--- src/rtl/fetch_ctrl_if.sv ---
// Bus between the instruction-fetch controller and the rest of the core:
// decoded control inputs plus the fetch address and status outputs.
interface fetch_ctrl_if;
  logic        start;
  logic        halt;
  logic        stall;
  logic        jumpFlag;
  logic [7:0]  jumpOffset;
  logic [9:0]  pc;
  logic        fetchEn;
  logic        squash;
  logic        done;
  logic [15:0] cycleCount;

  modport master (
    output start, halt, stall, jumpFlag, jumpOffset,
    input  pc, fetchEn, squash, done, cycleCount
  );

  modport slave (
    input  start, halt, stall, jumpFlag, jumpOffset,
    output pc, fetchEn, squash, done, cycleCount
  );
endinterface

--- src/rtl/fetch_ctrl.sv ---
// Instruction-fetch controller: sequences the program counter through
// run, taken-jump bubble and halt, and counts executed cycles.
module fetch_ctrl (
  input  logic         clk,
  input  logic         reset,
  fetch_ctrl_if.slave  bus
);

  typedef enum logic [1:0] {
    IDLE     = 2'd0,
    RUN      = 2'd1,
    REDIRECT = 2'd2,
    DONE     = 2'd3
  } state_t;

  state_t      r_state;
  state_t      w_nextState;
  logic [9:0]  r_pc;
  logic [9:0]  w_nextPc;
  logic [9:0]  w_jumpTarget;
  logic        w_clearCount;
  logic [15:0] r_cycleCount;

  // 10-bit addition wraps modulo 1024 for free
  assign w_jumpTarget = r_pc + {{2{bus.jumpOffset[7]}}, bus.jumpOffset};

  always_ff @(posedge clk or posedge reset) begin
    if (reset) begin
      r_state <= IDLE;
      r_pc    <= 10'd0;
    end else begin
      r_state <= w_nextState;
      r_pc    <= w_nextPc;
    end
  end

  always_comb begin
    w_nextState  = r_state;
    w_nextPc     = r_pc;
    w_clearCount = 1'b0;
    case (r_state)
      IDLE, DONE: begin
        if (bus.start) begin
          w_nextState  = RUN;
          w_nextPc     = 10'd0;
          w_clearCount = 1'b1;
        end
      end
      RUN: begin
        if (bus.halt) begin
          w_nextState = DONE;
        end else if (bus.jumpFlag) begin
          w_nextState = REDIRECT;
          w_nextPc    = w_jumpTarget;
        end else if (!bus.stall) begin
          w_nextPc = r_pc + 10'd1;
        end
      end
      REDIRECT: begin
        w_nextState = RUN;
      end
      default: begin
        w_nextState = IDLE;
      end
    endcase
  end

  // Counts cycles spent in RUN or REDIRECT; restarts on every program launch
  always_ff @(posedge clk or posedge reset) begin
    if (reset) begin
      r_cycleCount <= 16'd0;
    end else if (w_clearCount) begin
      r_cycleCount <= 16'd0;
    end else if ((r_state == RUN || r_state == REDIRECT) && r_cycleCount != 16'hFFFF) begin
      r_cycleCount <= r_cycleCount + 16'd1;
    end
  end

  assign bus.pc         = r_pc;
  assign bus.fetchEn    = (r_state == RUN);
  assign bus.squash     = (r_state == REDIRECT);
  assign bus.done       = (r_state == DONE);
  assign bus.cycleCount = r_cycleCount;

endmodule

--- src/flat_wrapper.sv ---
// flat-port wrapper written by rule: the top's interface ports become plain ports
module fetch_ctrl_flat 
  (clk, reset, bus_start, bus_halt, bus_stall, bus_jumpFlag, bus_jumpOffset, bus_pc, bus_fetchEn, bus_squash, bus_done, bus_cycleCount);
  fetch_ctrl_if bus_i ();
  input  logic clk;
  input  logic reset;
  input wire logic [$bits(bus_i.start)-1:0] bus_start;
  input wire logic [$bits(bus_i.halt)-1:0] bus_halt;
  input wire logic [$bits(bus_i.stall)-1:0] bus_stall;
  input wire logic [$bits(bus_i.jumpFlag)-1:0] bus_jumpFlag;
  input wire logic [$bits(bus_i.jumpOffset)-1:0] bus_jumpOffset;
  output wire logic [$bits(bus_i.pc)-1:0] bus_pc;
  output wire logic [$bits(bus_i.fetchEn)-1:0] bus_fetchEn;
  output wire logic [$bits(bus_i.squash)-1:0] bus_squash;
  output wire logic [$bits(bus_i.done)-1:0] bus_done;
  output wire logic [$bits(bus_i.cycleCount)-1:0] bus_cycleCount;
  assign bus_i.start = bus_start;
  assign bus_i.halt = bus_halt;
  assign bus_i.stall = bus_stall;
  assign bus_i.jumpFlag = bus_jumpFlag;
  assign bus_i.jumpOffset = bus_jumpOffset;
  assign bus_pc = bus_i.pc;
  assign bus_fetchEn = bus_i.fetchEn;
  assign bus_squash = bus_i.squash;
  assign bus_done = bus_i.done;
  assign bus_cycleCount = bus_i.cycleCount;
  fetch_ctrl u_core (.clk(clk), .reset(reset), .bus(bus_i));
endmodule
--- config.mk ---
export PLATFORM = sky130hd
export DESIGN_NAME = fetch_ctrl_flat
export DESIGN_NICKNAME = d
export VERILOG_FILES = /design/src/rtl/fetch_ctrl_if.sv /design/src/rtl/fetch_ctrl.sv /design/src/flat_wrapper.sv
export SDC_FILE = /design/constraint.sdc
export NUM_CORES = 1
export LEC_CHECK = 0
export ABC_AREA = 1
export CAP_MARGIN = 20
export CORE_MARGIN = 4
export CORE_UTILIZATION = 40
export DETAILED_ROUTE_END_ITERATION = 8
export PLACE_DENSITY_LB_ADDON = 0.12
export SYNTH_ARGS = -nofsm -noshare
export SYNTH_HDL_FRONTEND = slang
export SYNTH_SLANG_ARGS = --single-unit
--- constraint.sdc ---
create_clock -name clk -period 2.3 [get_ports clk]
set_clock_uncertainty 0.1 [all_clocks]
set_input_delay 0.69 -clock clk [delete_from_list [all_inputs] [get_ports clk]]
set_output_delay 0.69 -clock clk [all_outputs]
set_load 0.005 [all_outputs]
# [Yosys cells after proc, flatten, opt, wreduce, memory -nomap -nowiden]
# Cells that the tools add are included.
[classes] add_sub_neg=3 eq_ne=8 muxes=13 reduce_logical=8
[ops] operator="$mux 10" n=4
[ops] operator="$mux 16" n=2
[ops] operator="$pmux 10 s2" n=1
[ops] operator="$add 16x1->16 const B" n=1
[ops] operator="$ne 16x16->1 const B" n=1
[ops] operator="$add 10x1->10 const B" n=1
[ops] operator="$add 10x10->10" n=1
[ops] operator="$mux 2" n=3
[ops] operator="$ne 3x3->1 const B" n=2
[ops] operator="$pmux 2 s3" n=1
[ops] operator="$eq 2x2->1 const B" n=2
[ops] operator="$ne 2x2->1 const B" n=2
[ops] operator="$reduce_and 4->1" n=1
[ops] operator="$reduce_bool 2->1" n=2
[ops] operator="$eq 2x1->1 const B" n=1
[ops] operator="$logic_not 2->1" n=1
[ops] operator="$mux 1" n=2
[ops] operator="$reduce_and 2->1" n=1
[ops] operator="$reduce_or 2->1" n=1
[ops] operator="$logic_and 1x1->1" n=1
[ops] operator="$logic_or 1x1->1" n=1
[totals] ff_bits=28 in_bits=14 out_inout_bits=29 elab_cells=35

# [Logic depth before layout (Yosys ltp)]
# Gate-level depths: netlist (run 1).
[depth] depth_word=5 ltp_mapped=13 mapped_depth_nobuf=12

# [Least setup slack after synthesis (run 1)]
# Ideal clock, no wire load.
[synth_timing] path_kind="input to register" from="input bus_jumpFlag" to="register u_core.r_pc[8] (netlist: u_core.bus.pc[8])" setup_time_ns=0.117 arrival_ns=2.189 t_required_ns=2.083 slack_ns=-0.107 cell_stages=12 path_buffers=1 cell_sequence="buf_2 -> inv_1 -> or2_2 -> ha_1 -> inv_1 -> fa_1 -> o21ai_0 -> nand2_1 -> nand2_1 -> nand2_1 -> nand3_1 -> nand2_1"
[synth_via] elab_chain_len=3 elab_cells_between_ends=5 cone_classes="eq/ne (1); mux (3); reduce/logical (1)"
[synth_lines] item="start: declaration" line_no="flat_wrapper.sv:10" text="input wire logic [$bits(bus_i.jumpFlag)-1:0] bus_jumpFlag;"
[synth_lines] item="$mux 10" line_no="fetch_ctrl.sv:52" text="end else if (bus.jumpFlag) begin"
[synth_lines] item="$mux 10" line_no="fetch_ctrl.sv:50" text="if (bus.halt) begin"
[synth_lines] item="$pmux 10 s2" line_no="fetch_ctrl.sv:41" text="case (r_state)"
[synth_lines] item="end signal: assignment" line_no="fetch_ctrl.sv:33" text="r_pc <= w_nextPc;"
[synth_lines] item="end: declaration" line_no="fetch_ctrl.sv:18" text="logic [9:0] r_pc;"
# Parallel ways exist; a longest one is shown, timed or not. The select of a mux whose other input is x is not followed.
# A chain may end at the register's enable or synchronous reset.

# [Worst setup path in the final report (run 1)]
[layout_timing] from="register u_core.r_state[1]" to="output bus_done"
[layout_via] elab_chain_len=1
[layout_lines] item="start: declaration" line_no="fetch_ctrl.sv:16" text="state_t r_state;"
[layout_lines] item="start signal: assignment" line_no="fetch_ctrl.sv:32" text="r_state <= w_nextState;"
[layout_lines] item="$eq 2x2->1" line_no="fetch_ctrl.sv:82" text="assign bus.done = (r_state == DONE);"
[layout_lines] item="end: declaration" line_no="flat_wrapper.sv:15" text="output wire logic [$bits(bus_i.done)-1:0] bus_done;"
# Every way passes these cells.

==> results of run 1 <==
==> final timing paths <==
check                                                          start                               endpoint  cells past startpoint  slack, ns
worst min register to register          u_core.bus.pc[8]$_DFFE_PP0P_           u_core.bus.pc[8]$_DFFE_PP0P_                      2       0.43
worst max-delay path                   u_core.r_state[1]$_DFFE_PP0P_                               bus_done                      3       0.08
min in group asynchronous                                      reset   u_core.bus.cycleCount[8]$_DFFE_PP0P_                      3       0.68
max in group asynchronous                                      reset          u_core.r_state[0]$_DFFE_PP0P_                      3       1.13
worst min-delay path                    u_core.bus.pc[8]$_DFFE_PP0P_           u_core.bus.pc[8]$_DFFE_PP0P_                      2       0.43
worst max register to register  u_core.bus.cycleCount[0]$_DFFE_PP0P_  u_core.bus.cycleCount[11]$_DFFE_PP0P_                      9       0.38
==> report_power, final <==
group	internal (mW)	leakage (nW)	switching (mW)
Clock	0.153	0.0288	0.157
Combinational	0.604	1.06	0.719
Sequential	0.590	0.376	0.111
==> sequential cells by signal (all words and copies together) (netlist names) <==
signal                 cells
u_core.r_state             2
u_core.bus.pc             10
u_core.bus.cycleCount     16
==> cell usage after synthesis, types with 3 or more instances <==
cell type	n	share of area, %
or2_2	3	0.90
ha_1	13	7.8
nand3b_1	3	1.1
xor2_1	6	2.5
dfrtp_1	28	34
o21ai_0	9	2.2
nor2_1	23	4.2
a21oi_1	7	1.7
nand3_1	22	5.3
inv_1	38	6.9
nand2_1	117	21
nand4_1	16	4.8
==> layout make-up <==
class                   instances  area share [%]
repair buffers                 59            19.8
well taps                      67            2.96
inverters                      39            5.17
multi-input cells             232            45.3
flip-flops and latches         28            24.8
clock buffers                   4            1.95
==> per-layer routing <==
layer  global-route usage [%]  share of wire (%)  vias to the layer above  wire (um)
li1                         -                  -                     1081          -
met1                     24.4                 52                      911       2490
met2                     24.3                 42                       35       2030
met3                     2.48                5.5                        2        266
met4                     3.21               0.48                        0         23
met5                        0                  0                        -          0
==> through the flow <==
step,worst slack (ns),area (um2),setup TNS (ns)
2_1_floorplan,0.0218,2080,0
3_3_place_gp,-0.398,2670,-2.47
3_5_place_dp,-0.443,2670,-2.68
4_1_cts,0.00636,2760,0
5_1_grt,-0.000674,2830,-0.000674
6_report,0.0793,2830,0
==> timing repair <==
action	4_1_cts	5_1_grt
resized for setup	8	13
setup buffers	0	2
pin swaps	3	8
endpoints found under the setup margin	4	9
==> critical path, delay by kind of cell (launching register included) <==
family	cells	cell delay, ns
buffers and inverters	2	0.58
flip-flops	1	0.41
adder cells (fa/ha/maj)	1	0.17
==> cell families (layout without fill, tap and decap cells) <==
group | Yosys count | count (layout)
AND/OR/NAND/NOR | 191 | 191
AO/OA/AOI/OAI | 19 | 19
buffers and inverters | 44 | 102
XOR/XNOR | 8 | 8
adder cells (fa/ha/maj) | 14 | 14
flip-flops | 28 | 28
==> flow_metrics.tcl, run 1 <==
set metrics [dict create \
    status "finished, final reports clean" \
    place.gp.congestion 0.839 \
    whs_ns 0.429 \
    cp_data_required_time_ns 1.51 \
    route.detailed.drc 0 \
    diodes 0 \
    worstSkewPairLatency_ns 0.27 \
    dieHeight_um 80.0 \
    finish.utilization_pct 58.0 \
    slowest_delay_ns 0.44 \
    cts_tree "built" \
    synth_compound_area_share_pct 4.94 \
    rows 25 \
    routedWlPerCell_um 11.2 \
    hpwl_um 3680 \
    synth-adder-area-share_pct 8.80 \
    ios 43 \
    die-area_um2 6410 \
    synth_mux_area_share_pct 0 \
    fin_crit_sh_pct 96.6 \
    grt_pass1_vias 1835 \
    synth_edf_count 0 \
    final_cells 429 \
    dr.pass1.iters 4 \
    grt_pass1_wl_um 8490 \
    ys_seq_elements 28 \
    grt_max_degree 29 \
    clk_path_buf_depth 2 \
    cts_buffers 3 \
    mostFrequentLayoutCell "nand2_1" \
    synthCells 304 \
    tightest_slew_ns 0.367 \
    fillers 490 \
    multi_input_area_um2 1280 \
    seq_area_um2 702 \
    path_cells "buf_4 -> ha_1 -> clkdlybuf4s50_1" \
    grtUsageTotal_pct 16.2 \
    num_vias 2029 \
    viasPerCell 4.73 \
    maxCapViolCount 0 \
    syn_area_um2 2080 \
    finalSetupViolCount 0 \
    start_util_pct 42.5 \
    drive_above_1_share_pct 12.4 \
    drt_wl_total_um 4810 \
    core_region_area_um2 4880 \
    peakVddDrop_v 0.000850 \
    critPathArrivalTime_ns 1.43 \
    finalHoldViolations 0 \
    area_growth_pct 36.3 \
    yosys.cell_types.count 25 \
    htree_num_levels 1 \
    finalCriticalPeriod_ns 2.22 \
    clock-sinks 28 \
    die_w_um 80.0 \
    root_buffer "clkbuf_8" \
    ant_nets 0 \
    postSynth.asyncResetShare_pct 100 \
    synth.avg_cell_area_um2 6.83 \
    clk_pin_slew_ns 0.10 \
    drv_slew 0 \
    cts_hold_buf 0 \
    endpoint_kind "primary output" \
    power_leakage_nw 1.46 \
    finalPower_mw 2.33 \
    yosys.area_share.simple_pct 40.7 \
    final_cell_mix "115 x nand2_1, 39 x clkdlybuf4s50_1, 36 x inv_1" \
    p_per_area_nw_per_um2 825 \
    cp_slowest_cell "clkdlybuf4s50_1" \
    synth_top_family_by_area "simple AND/OR/NAND/NOR gates" \
    grt-ovfl-total 0 \
    start_kind "register" \
    dp_cells 423 \
    io_buffers 42 \
    cp_max_fo 2 \
    path_class "reg2out" \
    synth_xor_area_share_pct 3.38 \
    yosysSeqAreaShare_pct 33.8 \
    antenna_found_initial 0 \
    ys_warn_count 0 \
    clock.fmax_mhz 450 \
    final_nets 391 \
    hold_path_class "reg2reg" \
    synthFlopType "dfrtp_1" \
    synth_fp_nets 332 \
    drtIter0Drc 93 \
    timing.slew.headroom_pct 75.5 \
]
(Power assumes the default switching activity.)
==> inputs of run 2 (changes only) <==
- SKIP_LAST_GASP: not set -> 1
- clock period: 2.3 -> 2.87 ns (I/O delays scaled with it)
==> run 2 against run 1 <==
Critical path depth rose by 9. Sequential power fell by 21%. Via count fell by 0.30%. Design area fell by 4.9%. Largest power group unchanged. Sequential share of layout area rose by 1.2 points. Register-to-register slack improved by 0.49 ns. First-iteration DRC count fell by 12%. Clock power rose by 4%.
==> flow_metrics.tcl, run 2 (synthesis results as in run 1) <==
set metrics [dict create \
    status "finished, final reports clean" \
    routedWlPerCell_um 11.3 \
    mostFrequentLayoutCell "nand2_1" \
    fillers 508 \
    grt_max_degree 29 \
    finalSetupViolCount 0 \
    clk_path_buf_depth 2 \
    clk_pin_slew_ns 0.10 \
    cp_max_fo 3 \
    clock.fmax_mhz 386 \
    reg2reg_slack_ns 0.87 \
    tightest_slew_ns 0.468 \
    ctsResizeCount 0 \
    cts_setup_buffers 0 \
    num_vias 2023 \
    cts_buffers 3 \
    cp_data_required_time_ns 2.95 \
    ant_nets 0 \
    area_growth_pct 29.6 \
    critPathTopFamily "buffers and inverters" \
    rr_startpoint "u_core.bus.cycleCount[0]$_DFFE_PP0P_" \
    rows 25 \
    die-area_um2 6410 \
    drt_wl_total_um 4760 \
    clock-sinks 28 \
    timing.slew.headroom_pct 68.7 \
    cts_hold_buf 0 \
    dieHeight_um 80.0 \
    hold_path_class "reg2reg" \
    viasPerCell 4.81 \
    slowest_delay_ns 0.47 \
    final_cell_mix "117 x nand2_1, 42 x clkdlybuf4s50_1, 38 x inv_1" \
    fin_crit_sh_pct 90.4 \
    htree_num_levels 1 \
    path_buf_inv 4 \
    critPathArrivalTime_ns 2.67 \
    dr.pass1.iters 6 \
    start_util_pct 42.5 \
    path_class "in2reg" \
    hpwl_um 3640 \
    final_nets 383 \
    drv_slew 0 \
    timing.rr.end "u_core.bus.cycleCount[10]$_DFFE_PP0P_" \
    power_leakage_nw 1.39 \
    whs_path_depth 2 \
    route.detailed.drc 0 \
    finalSetupTns_ns 0 \
    grt_pass1_wl_um 8280 \
    maxCapViolCount 0 \
    start_kind "input pin" \
    p_per_area_nw_per_um2 682 \
    grt_pass1_vias 1837 \
    place.gp.congestion 0.859 \
    core_region_area_um2 4880 \
    endpoint_kind "register" \
    grtUsageTotal_pct 15.9 \
    die_w_um 80.0 \
    reg2reg_depth 9 \
    rsz0062_at_grt "false" \
    finalHoldViolations 0 \
    grt-ovfl-total 0 \
    path_cells "clkdlybuf4s50_1 -> inv_1 -> or2_2 -> ha_1 -> inv_1 -> fa_1 -> o21ai_0 -> buf_4 -> nand2_1 -> nand3b_1 -> nand3_1 -> nand2_1" \
    cts_tree "built" \
    largest_register_ffs 16 \
    finalCriticalPeriod_ns 2.59 \
    peakVddDrop_v 0.000491 \
    drive_above_1_share_pct 6.50 \
    cp_slowest_cell "clkdlybuf4s50_1" \
    io_buffers 42 \
    drtIter0Drc 82 \
    worstSkewPairLatency_ns 0.28 \
    ios 43 \
    root_buffer "clkbuf_8" \
    finalPower_mw 1.84 \
    hp-start "u_core.bus.pc[4]$_DFFE_PP0P_" \
    min_to "u_core.bus.pc[4]$_DFFE_PP0P_" \
    antenna_found_initial 0 \
    diodes 0 \
]
==> run 2: cell count changes in the layout (fill, tap and decap cells not counted), moves of 2 or more <==
cell	delta
nand2_1	+2
ha_1	+4
clkdlybuf4s50_1	+3
nand2_2	-2
inv_2	-2
inv_1	+2
ha_4	-4
dlymetal6s2s_1	-3
buf_4	-7
==> run 2: area by class of cell <==
type                    count  area (um2)  share of cell area (%)
repair buffers             51         488                    18.1
well taps                  67        83.8                    3.12
clock buffers               3        41.3                    1.53
multi-input cells         232        1200                    44.6
inverters                  39         146                    5.44
flip-flops and latches     28         701                    26.0
clock inverters             1        30.0                    1.12
==> run 2: power breakdown <==
group          leakage (nW)  switching [mW]  internal, mW
sequential            0.376          0.0816         0.472
clock                0.0357           0.135         0.187
combinational         0.973           0.553         0.408
==> run 2: worst max path at each step <==
stage	slack (ns)	endpoint	cells after the start	start
4_1_cts	0.28	u_core.bus.pc[6]$_DFFE_PP0P_	12	bus_jumpFlag
3_3_place_gp	0.007	u_core.bus.pc[8]$_DFFE_PP0P_	13	bus_jumpFlag
6_report	0.28	u_core.bus.pc[6]$_DFFE_PP0P_	12	bus_jumpFlag
5_1_grt	0.1	u_core.bus.pc[8]$_DFFE_PP0P_	13	bus_jumpFlag
2_1_floorplan	0.29	u_core.bus.pc[8]$_DFFE_PP0P_	12	bus_jumpFlag
3_5_place_dp	-0.04	u_core.bus.pc[6]$_DFFE_PP0P_	12	bus_jumpFlag
==> run 2: worst min-delay path: cells and delay by family (launching register included) <==
family / cells / cell delay (ns)
flip-flops: 1 / 0.38
AND/OR/NAND/NOR: 1 / 0.06
AO/OA/AOI/OAI: 1 / 0.06
==> run 2: stage by stage <==
step           cells  setup WS, ns  area (um2)  utilization, %  hold WS, ns
3_5_place_dp     417       -0.0382        2620            53.7        0.408
2_1_floorplan    304         0.292        2080               -        0.397
5_1_grt          421        0.0999        2690            55.1        0.457
6_report         421         0.277        2690            55.1        0.427
4_1_cts          421         0.280        2690            55.1        0.435
3_3_place_gp     417       0.00746        2620            53.7        0.402
==> run 2: per-layer routing <==
metal	global-route usage, %	vias to the layer above	share of wire (%)
li1	-	1067	-
met5	0	-	0
met3	2.60	4	4.7
met4	3.55	0	0.84
met2	24.3	39	42
met1	23.3	913	53
